==> src/rtl/serial_mul_param.sv <==
// Serial shift-and-add multiplier, WIDTH x WIDTH -> 2*WIDTH, unsigned or signed per operation.
// One multiplier bit per RUN cycle; product register holds until the next completion.
module serial_mul_param #(
    parameter int WIDTH = 8
) (
    input  logic               clk,
    input  logic               rst,
    input  logic               start,
    input  logic               mode,
    input  logic [WIDTH-1:0]   a,
    input  logic [WIDTH-1:0]   b,
    output logic               busy,
    output logic               done,
    output logic [2*WIDTH-1:0] product
);

    localparam int CW = $clog2(WIDTH) + 1;
    localparam int PW = 2 * WIDTH;

    typedef enum logic [1:0] {
        S_IDLE = 2'd0,
        S_RUN  = 2'd1,
        S_DONE = 2'd2
    } state_t;

    state_t          r_state;
    state_t          w_state_nxt;
    logic            r_busy;
    logic            r_done;
    logic            r_mode;
    logic [PW-1:0]   r_mcand;
    logic [WIDTH-1:0] r_mplier;
    logic [PW-1:0]   r_acc;
    logic [CW-1:0]   r_count;
    logic [PW-1:0]   r_product;

    logic            w_last;
    logic [PW-1:0]   w_pp;
    logic [PW-1:0]   w_sum;

    // Partial product and accumulator update; the signed MSB weight is negative, so it is subtracted.
    always_comb begin
        w_last = (r_count == CW'(WIDTH - 1));
        w_pp   = {PW{1'b0}};
        w_sum  = r_acc;
        if (r_mplier[0]) begin
            w_pp = r_mcand;
        end else begin
            w_pp = {PW{1'b0}};
        end
        if (r_mode && w_last) begin
            w_sum = r_acc - w_pp;
        end else begin
            w_sum = r_acc + w_pp;
        end
    end

    // Next-state logic: start is only honoured in IDLE.
    always_comb begin
        w_state_nxt = r_state;
        case (r_state)
            S_IDLE: begin
                if (start) begin
                    w_state_nxt = S_RUN;
                end else begin
                    w_state_nxt = S_IDLE;
                end
            end
            S_RUN: begin
                if (w_last) begin
                    w_state_nxt = S_DONE;
                end else begin
                    w_state_nxt = S_RUN;
                end
            end
            S_DONE:  w_state_nxt = S_IDLE;
            default: w_state_nxt = S_IDLE;
        endcase
    end

    // State register with registered busy/done decoded from the next state.
    always_ff @(posedge clk) begin
        if (!rst) begin
            r_state <= S_IDLE;
            r_busy  <= 1'b0;
            r_done  <= 1'b0;
        end else begin
            r_state <= w_state_nxt;
            r_busy  <= (w_state_nxt != S_IDLE);
            r_done  <= (w_state_nxt == S_DONE);
        end
    end

    // Datapath: multiplicand shifts left and multiplier shifts right, so bit count of b meets a << count.
    always_ff @(posedge clk) begin
        if (!rst) begin
            r_mode    <= 1'b0;
            r_mcand   <= {PW{1'b0}};
            r_mplier  <= {WIDTH{1'b0}};
            r_acc     <= {PW{1'b0}};
            r_count   <= {CW{1'b0}};
            r_product <= {PW{1'b0}};
        end else begin
            case (r_state)
                S_IDLE: begin
                    if (start) begin
                        r_mode   <= mode;
                        r_mcand  <= {{WIDTH{mode & a[WIDTH-1]}}, a};
                        r_mplier <= b;
                        r_acc    <= {PW{1'b0}};
                        r_count  <= {CW{1'b0}};
                    end
                end
                S_RUN: begin
                    r_acc    <= w_sum;
                    r_mcand  <= {r_mcand[PW-2:0], 1'b0};
                    r_mplier <= {1'b0, r_mplier[WIDTH-1:1]};
                    if (w_last) begin
                        r_product <= w_sum;
                    end else begin
                        r_count <= r_count + CW'(1);
                    end
                end
                default: begin
                    r_acc <= r_acc;
                end
            endcase
        end
    end

    assign busy    = r_busy;
    assign done    = r_done;
    assign product = r_product;

endmodule

==> config.mk <==
export PLATFORM = sky130hd
export DESIGN_NAME = serial_mul_param
export DESIGN_NICKNAME = d
export VERILOG_FILES = /design/src/rtl/serial_mul_param.sv
export SDC_FILE = /design/constraint.sdc
export NUM_CORES = 1
export LEC_CHECK = 0
export CAP_MARGIN = 5
export CORE_AREA = 2 2 80 82
export CTS_BUF_LIST = sky130_fd_sc_hd__clkbuf_2
export DETAILED_ROUTE_END_ITERATION = 10
export DIE_AREA = 0 0 82 84
export HOLD_SLACK_MARGIN = 0.15
export PLACE_DENSITY = 0.87
export SETUP_SLACK_MARGIN = 0.5
export SYNTH_ARGS = -nofsm -noshare
export SYNTH_HDL_FRONTEND = slang
export SYNTH_SLANG_ARGS = --single-unit
==> constraint.sdc <==
create_clock -name clk -period 7.5 [get_ports clk]
set_input_delay 1.125 -clock clk [delete_from_list [all_inputs] [get_ports clk]]
set_output_delay 1.125 -clock clk [all_outputs]
set_load 0.02 [all_outputs]
-- Yosys cells after proc, flatten, opt, wreduce, memory -nomap -nowiden
Cells that the tools add are included.
- add/subtract/negate cells: 3
- equality and inequality tests: 5
- mux-type cells: 14
- bitwise operators: 1
- reductions and logical operators: 8
- operators by type and width (operator ; count):
    $mux W16 ; 4
    $pmux W16 S2 ; 2
    $add A16 B16 Y16 ; 1
    $pmux W8 S2 ; 1
    $sub A16 B16 Y16 ; 1
    $mux W4 ; 2
    $mux W8 ; 1
    $pmux W4 S2 ; 1
    $reduce_and A2 Y1 ; 3
    $add A4 B1 Y4 const B ; 1
    $eq A4 B3 Y1 const B ; 1
    $ne A2 B2 Y1 const B ; 2
    $pmux W2 S2 ; 1
    $reduce_bool A2 Y1 ; 2
    $reduce_and A3 Y1 ; 1
    $eq A2 B1 Y1 const B ; 1
    $eq A2 B2 Y1 const B ; 1
    $logic_not A2 Y1 ; 1
    $mux W2 ; 1
    $and A1 B1 Y1 ; 1
    $logic_and A1 B1 Y1 ; 1
    $mux W1 ; 1
- flip-flop bits (word level): 65
- input port bits: 20

-- Longest topological paths before layout
Gate-level depths: netlist of the first run.
- depth after elaboration: 4
- mapped depth: 16
- gate-level depth less buffers: 14

-- Worst setup path after synthesis of the first run
Ideal clock, no wire load.
- kind: reg2reg
- start: register r_mplier[0]
- end: register r_product[9] (netlist: product[9])
- setup time: 62 ps
- arrival time: 3532 ps
- data required time: 7438 ps
- setup slack: 3906 ps
- stages on the path, launching flop included: 16
- buffers on the path: 2
- clock period less this slack: 3594 ps
- cells stage by stage: dfxtp_1 -> clkbuf_1 -> buf_1 -> nand2_1 -> ha_1 -> nor2_1 -> nor2_1 -> a31oi_1 -> o21ai_0 -> ha_1 -> nand2_1 -> a211o_1 -> a21oi_1 -> a31oi_1 -> or4b_2 -> nand3_1
- longest elaborated chain between the ends: 3
- elaborated cells on any way between the ends: 4
- ends and longest elaborated chain (what ; RTL line ; RTL):
    start, declared ; 32 ; logic [WIDTH-1:0] r_mplier;
    start signal, assigned ; 99 ; r_mplier <= {WIDTH{1'b0}};
    start signal, assigned ; 117 ; r_mplier <= {1'b0, r_mplier[WIDTH-1:1]};
    $mux W16 * ; 46 ; if (r_mplier[0]) begin
    $add A16 B16 Y16 or $sub A16 B16 Y16 (tied branches) ; 54, 52 ;
    $mux W16 * ; 51 ; if (r_mode && w_last) begin
    end signal, assigned ; 102 ; r_product <= {PW{1'b0}};
    end signal, assigned ; 119 ; r_product <= w_sum;
    end, declared ; 35 ; logic [PW-1:0] r_product;
Every way passes the cells marked *; elsewhere a longest branch is shown, timed or not.
A chain may end at the register's enable or synchronous reset.

-- Worst setup path after layout of the first run
- start: register r_mplier[0]
- end: register r_acc[14]
- longest elaborated chain between the ends: 4
- elaborated cells on any way between the ends: 5
- ends and longest elaborated chain (what ; RTL line ; RTL):
    $mux W16 * ; 46 ;
    $add A16 B16 Y16 or $sub A16 B16 Y16 (tied branches) ; 54, 52 ;
    $mux W16 * ; 51 ;
    $pmux W16 S2 * ; 104 ; case (r_state)
    end signal, assigned ; 100 ; r_acc <= {PW{1'b0}};
    end signal, assigned ; 110 ; r_acc <= {PW{1'b0}};
    end signal, assigned ; 115 ; r_acc <= w_sum;
    end, declared ; 33 ; logic [PW-1:0] r_acc;
Marks and branches as above.

==> results.cfg, run 1 <==
[global_route]
overflow = 0
grt_pass1_wl_um = 14500
grt_max_degree = 78
antenna_found_initial = 0
grt_usage_pct = 26.9
grt_pass1_vias = 3164

[finish]
fill_cells = 507
diodes = 0
regArea_mm2 = 0.00130
nets = 532
syn_to_final_growth_pct = 13.1
layout-drive-gt1-share_pct = 7.01
final_util_pct = 69.8
multi_input_area_mm2 = 0.00231

[sta]
max_freq_mhz = 248
fin_crit_sh_pct = 53.7
postLayoutSetupSlackWorst_ns = 3.47
worstMarginPinSlew_ns = 0.717
rsz0062_at_grt = false
fin_skew_ns = 0.0229
relSlewSlack_pct = 52.1
setup_viol = 0
hold_viol_final = 0
post-route-min-period_ns = 4.03
slew_viol_final = 0
tns_ns = 0

[floorplanning]
fp.dieW_um = 82
die_y_um = 84
initial_core_util_pct = 61.7
core.rowCount = 29
io-pin-count = 38
core-area_mm2 = 0.00610
die_area_mm2 = 0.00689

[clock_tree]
clk_pin_slew_ns = 0.17
cts_hold_buf = 0
clock-sinks = 65
cts_inserted_buffers = 9
cts_tree = yes
post_cts_buffers = 0
ctsLongestPathBuffers = 2
htree_num_levels = 3
worstSkewPairLatency_ns = 0.52
cts-resized-gates = 0
cts_root_buffer = clkbuf_2

[yosys]
yosysUniqueCellTypes = 53
synth_edf_count = 0
ys_top_cells_by_area = dfxtp_1 (35%), nand2_1 (8.0%), ha_1 (5.7%)
netlist_instances = 470
synthArstFlopShare_pct = 0
syn-num-nets = 508
synth_top_area_share_pct = 34.6
syn_area_per_cell_um2 = 8.00
yosysWarnings = 0
synth-seq-area-share_pct = 34.6
synth_top_area_cell = dfxtp_1
syn_area_mm2 = 0.00376
synth-seq-cells = 65
synth_ff_type = dfxtp_1

[worst_setup_path]
crit_path_start_kind = flop
worstPathRequired_ns = 7.90
worstSetupEndpointType = flop
path_class = reg2reg
cp.arrival_ns = 4.43
crit_fanout = 22

[detailed_routing]
ant_nets = 0
wl_met1_um = 3920
wl_met3_um = 405
drt_pass1_iterations = 5
wl_met2_um = 4190
via_count = 3517
wl_um = 8740
dr.max_layer_used = met4
post_drt_wl_per_cell_um = 15.2
drc = 0
avgViaCountPerCell = 6.11
drt_iter0_drc = 237

[place]
dp_hpwl_um = 6150
numPortBuffers = 37
gp_congestion = 0.893
pre_cts_ws_ns = 3.62

[power_and_ir_drop]
p_leak_nw = 1.83
ir_drop_mv = 0.149
power_density_mw_per_mm2 = 231

[job]
maxCapViolCount = 0

[status]
status = complete, no violations

[worst_hold_path]
hp-class = reg2reg
[where the power goes]
part           switching (W)  internal, W
sequential         0.0000272     0.000374
clock               0.000123    0.0000792
combinational       0.000218     0.000160
[final timing paths]
path              depth (start not counted)           to         from  slack [ns]
hold reg to reg                           2  product[10]  product[10]        0.47
hold / removal                            2  product[10]  product[10]        0.47
setup reg to reg                         13    r_acc[14]  r_mplier[0]        3.47
setup / recovery                         13    r_acc[14]  r_mplier[0]        3.47
[per-stage QoR]
| stage | std cells | power (W) | cell area, µm² | hold slack [ns] |
|---|---|---|---|---|
| detailed placement | 560 | 0.000777 | 4150 | 0.459 |
| floorplan | 470 | 0.000695 | 3760 | 0.451 |
| finish | 576 | 0.000981 | 4250 | 0.473 |
| global route | 576 | 0.00105 | 4250 | 0.498 |
| global placement | 560 | 0.000762 | 4150 | 0.453 |
| CTS | 576 | 0.000979 | 4250 | 0.479 |
[per-layer routing]
metal	track usage, %	vias up
li1	-	1740
met1	34.9	1660
met2	43.5	100
met3	4.22	17
met4	11.5	0
met5	0	-
[area by class of cell]
| type | count | share of cell area, % |
|---|---|---|
| clock buffer | 12 | 1.41 |
| clock inverter | 4 | 1.03 |
| inverter | 12 | 1.06 |
| multi-input combinational | 365 | 54.3 |
| sequential | 65 | 30.6 |
| tap | 77 | 2.27 |
| timing repair buffer | 41 | 9.30 |
[worst max-delay path, cell delays in order, from the launching register on]
cell and delay, ns:
dfxtp_1 0.76, nand2_1 0.15, ha_1 0.29, nor2_1 0.41, nor2_1 0.14, a31oi_1 0.16
o21ai_0 0.11, ha_1 0.33, o21ai_0 0.09, a21oi_1 0.09, o311ai_0 0.54, a21oi_1 0.21
or2_2 0.32, o311ai_0 0.32
[cell usage after synthesis, types with 2 or more instances]
master / number
nand3_1: 37
o2111ai_1: 7
a21o_1: 6
nor2_1: 17
o211ai_1: 4
xnor2_1: 8
buf_2: 2
clkbuf_1: 25
o21a_1: 4
dfxtp_1: 65
a21oi_1: 28
nand2b_1: 12
or2_2: 7
o211a_1: 16
or4_4: 2
nand2_1: 80
nor3b_1: 3
o21ai_0: 21
o311ai_0: 7
a211o_1: 2
nand4_1: 3
xor2_1: 8
o221ai_1: 2
inv_1: 12
a31oi_1: 4
and3_1: 2
or3_1: 2
o22ai_1: 2
a21boi_0: 7
o31ai_1: 7
a22oi_1: 7
nor3_1: 3
and2_1: 10
ha_1: 17
mux2i_1: 2
o41ai_1: 2
nor2b_1: 11
[registers in the layout, summed over array words and instances, names as in the netlist]
name,count
r_mcand,16
r_mplier,8
product,16
r_count,4
busy,1
done,1
r_mode,1
r_state,2
r_acc,16
[kinds of logic (layout without fill, tap and decap cells)]
kind of cell	after synthesis	count (layout)	synth area share [%]
and+or+nand+nor	196	196	25.6
AOI/OAI and AO/OA	132	132	24.9
DFF	65	65	34.6
buffers and inverters	40	69	4.06
adders and majority gates	18	18	6.19
xor gates and xnor gates	16	16	3.73
muxes	3	3	0.932
[placed cells by master (no fill, tap or decap), types with 3 or more instances in the layout]
master / synthesis / layout
xor2_1: 8 / 8
a22oi_1: 7 / 7
clkdlybuf4s50_1: 0 / 36
and2_1: 10 / 10
o31ai_1: 7 / 7
a31oi_1: 4 / 4
or2_2: 7 / 7
nand2b_1: 12 / 12
nor3_1: 3 / 3
o21ai_0: 21 / 21
clkbuf_2: 0 / 12
a21oi_1: 28 / 28
a21o_1: 6 / 6
nor2_1: 17 / 16
nor2b_1: 11 / 10
nand3_1: 37 / 37
o311ai_0: 7 / 7
nor3b_1: 3 / 3
ha_1: 17 / 17
o2111ai_1: 7 / 7
nand4_1: 3 / 3
nand2_1: 80 / 80
o211ai_1: 4 / 4
o21a_1: 4 / 4
xnor2_1: 8 / 8
a21boi_0: 7 / 7
o211a_1: 16 / 16
dfxtp_1: 65 / 65
buf_4: 0 / 4
inv_1: 12 / 12
Power figures use the tool's default switching activity.
==> run 2, diff against run 1 <==
CORE_AREA = 2 2 83 85   (was 2 2 80 82)
DIE_AREA = 0 0 85 87   (was 0 0 82 84)
PLACE_DENSITY = 0.81   (was 0.87)
clock period = 3.85 ns   (was 7.5 ns; I/O delays follow)
==> results.cfg, run 2 (same netlist as run 1, synthesis figures left out) <==
[floorplanning]
core.rowCount = 30
initial_core_util_pct = 57.2
core-area_mm2 = 0.00657
die_area_mm2 = 0.00740
die_y_um = 87
io-pin-count = 38
fp.dieW_um = 85

[detailed_routing]
drt_iter0_drc = 302
via_count = 3764
wl_um = 10400
ant_nets = 0
post_drt_wl_per_cell_um = 17.2
drt_pass1_iterations = 6
avgViaCountPerCell = 6.21
drc = 0

[sta]
max_freq_mhz = 270
hold_viol_final = 0
setup_viol = 0
fin_skew_ns = 0.0200
worstMarginPinSlew_ns = 0.772
rsz0062_at_grt = true
relSlewSlack_pct = 48.4
fin_crit_sh_pct = 96.3
slew_viol_final = 0
post-route-min-period_ns = 3.71
tns_ns = 0
fin_hold_ws_ns = 0.476

[worst_setup_path]
crit_path_start_kind = flop
critPathSlowestCell = or4_4
cp.arrival_ns = 4.13
path_class = reg2reg
crit_fanout = 4
worstPathRequired_ns = 4.27
crit_chain = or4_4 -> or4_4 -> o31ai_4 -> xnor2_1 -> nand2_1 -> ha_4 -> nand4_1 -> or2_4 -> nor3b_1 -> a211o_1 -> buf_6 -> o211ai_1 -> o211ai_1
max_stage_delay_ns = 0.54
crit_buf_inv = 1
worstSetupEndpointType = flop
cpLargestDelayFamily = simple AND/OR/NAND/NOR gates

[power_and_ir_drop]
switchingPower_w = 0.000893
intPower_w = 0.00131
power_density_mw_per_mm2 = 468
power_frac_seq_pct = 35.7
comb_power_share_pct = 48.9
p_leak_nw = 1.99
clkPwrFrac_pct = 15.4
ir_drop_mv = 0.282
switching_share_pct = 40.6

[global_route]
grt_pass1_wl_um = 16100
grt_pass1_vias = 3550
antenna_found_initial = 0
grt_usage_pct = 27.1
overflow = 0
grt_max_degree = 41

[clock_tree]
clock-sinks = 65
cts_tree = yes
cts_root_buffer = clkbuf_2
htree_num_levels = 3
worstSkewPairLatency_ns = 0.52
cts_inserted_buffers = 9
ctsLongestPathBuffers = 2
clk_pin_slew_ns = 0.19

[status]
status = complete, no violations

[place]
gp_congestion = 0.924
dp_hpwl_um = 6390
numPortBuffers = 37

[finish]
fill_cells = 516
final_common_cell = nand2_1
syn_to_final_growth_pct = 25.0
layout-drive-gt1-share_pct = 19.8
diodes = 0
multi_input_area_mm2 = 0.00256
layout_common_cells = nand2_1 (77), dfxtp_1 (57), nand3_1 (37), clkdlybuf4s50_1 (36), buf_4 (30)
regArea_mm2 = 0.00132
nets = 559

[job]
maxCapViolCount = 0

[worst_hold_path]
hp-class = reg2reg
-- run 2: power by group through the flow --
stage | sequential, W | clock, W | combinational, W
2_1_floorplan | 0.000777 | 0 | 0.000592
3_3_place_gp | 0.000788 | 0 | 0.000728
3_5_place_dp | 0.000790 | 0 | 0.000756
4_1_cts | 0.000777 | 0.000336 | 0.000867
5_1_grt | 0.000789 | 0.000367 | 0.00115
6_report | 0.000785 | 0.000339 | 0.00108
-- run 2: path summary, 6_finish.rpt --
check,start,end,slack [ns],cells after the start
worst max-delay path,r_mcand[9],product[15],0.14,13
worst min-delay path,product[2],product[2],0.48,2
worst max register to register,r_mcand[9],product[15],0.14,13
worst min register to register,product[2],product[2],0.48,2
-- run 2: timing repair --
action / 4_1_cts / 5_1_grt
endpoints found under the setup margin: 13 / 14
pin swaps: 8 / 17
resized for setup: 28 / 33
hold buffers: 0 / 0
buffers inserted: 12 / 8
-- run 2: layer usage --
metal	GRT usage (%)	routed length, µm	part of all wire, %	vias to the layer above
li1	-	-	-	1792
met1	31.5	4420	42	1792
met2	48.9	5050	48	152
met3	5.88	613	5.9	28
met4	10.2	340	3.3	0
met5	0	0	0	-
-- run 2: cell type report --
type	count	share of cell area, %
Multi-Input combinational cell	365	54.4
Sequential cell	65	28.1
Clock buffer	11	1.17
Timing Repair Buffer	68	12.8
Inverter	12	0.958
Clock inverter	5	0.479
Tap cell	80	2.13
-- run 2: metrics by stage --
stage / instances / setup WS, ns / cell area (µm²) / total power, W / util [%]
after global routing: 606 / 0.0811 / 4700 / 0.00231 / 71.5
after global placement: 570 / 0.322 / 4240 / 0.00152 / 64.6
after CTS: 598 / 0.383 / 4490 / 0.00198 / 68.4
final: 606 / 0.142 / 4700 / 0.00220 / 71.5
after detailed placement: 570 / 0.174 / 4240 / 0.00155 / 64.6
after floorplan: 470 / 0.501 / 3800 / 0.00137 / -
-- run 2: tightest hold or removal path, stage by stage (launching register included) --
cell	delay, ns
dfxtp_1	0.35
nand2_1	0.04
a21boi_0	0.06
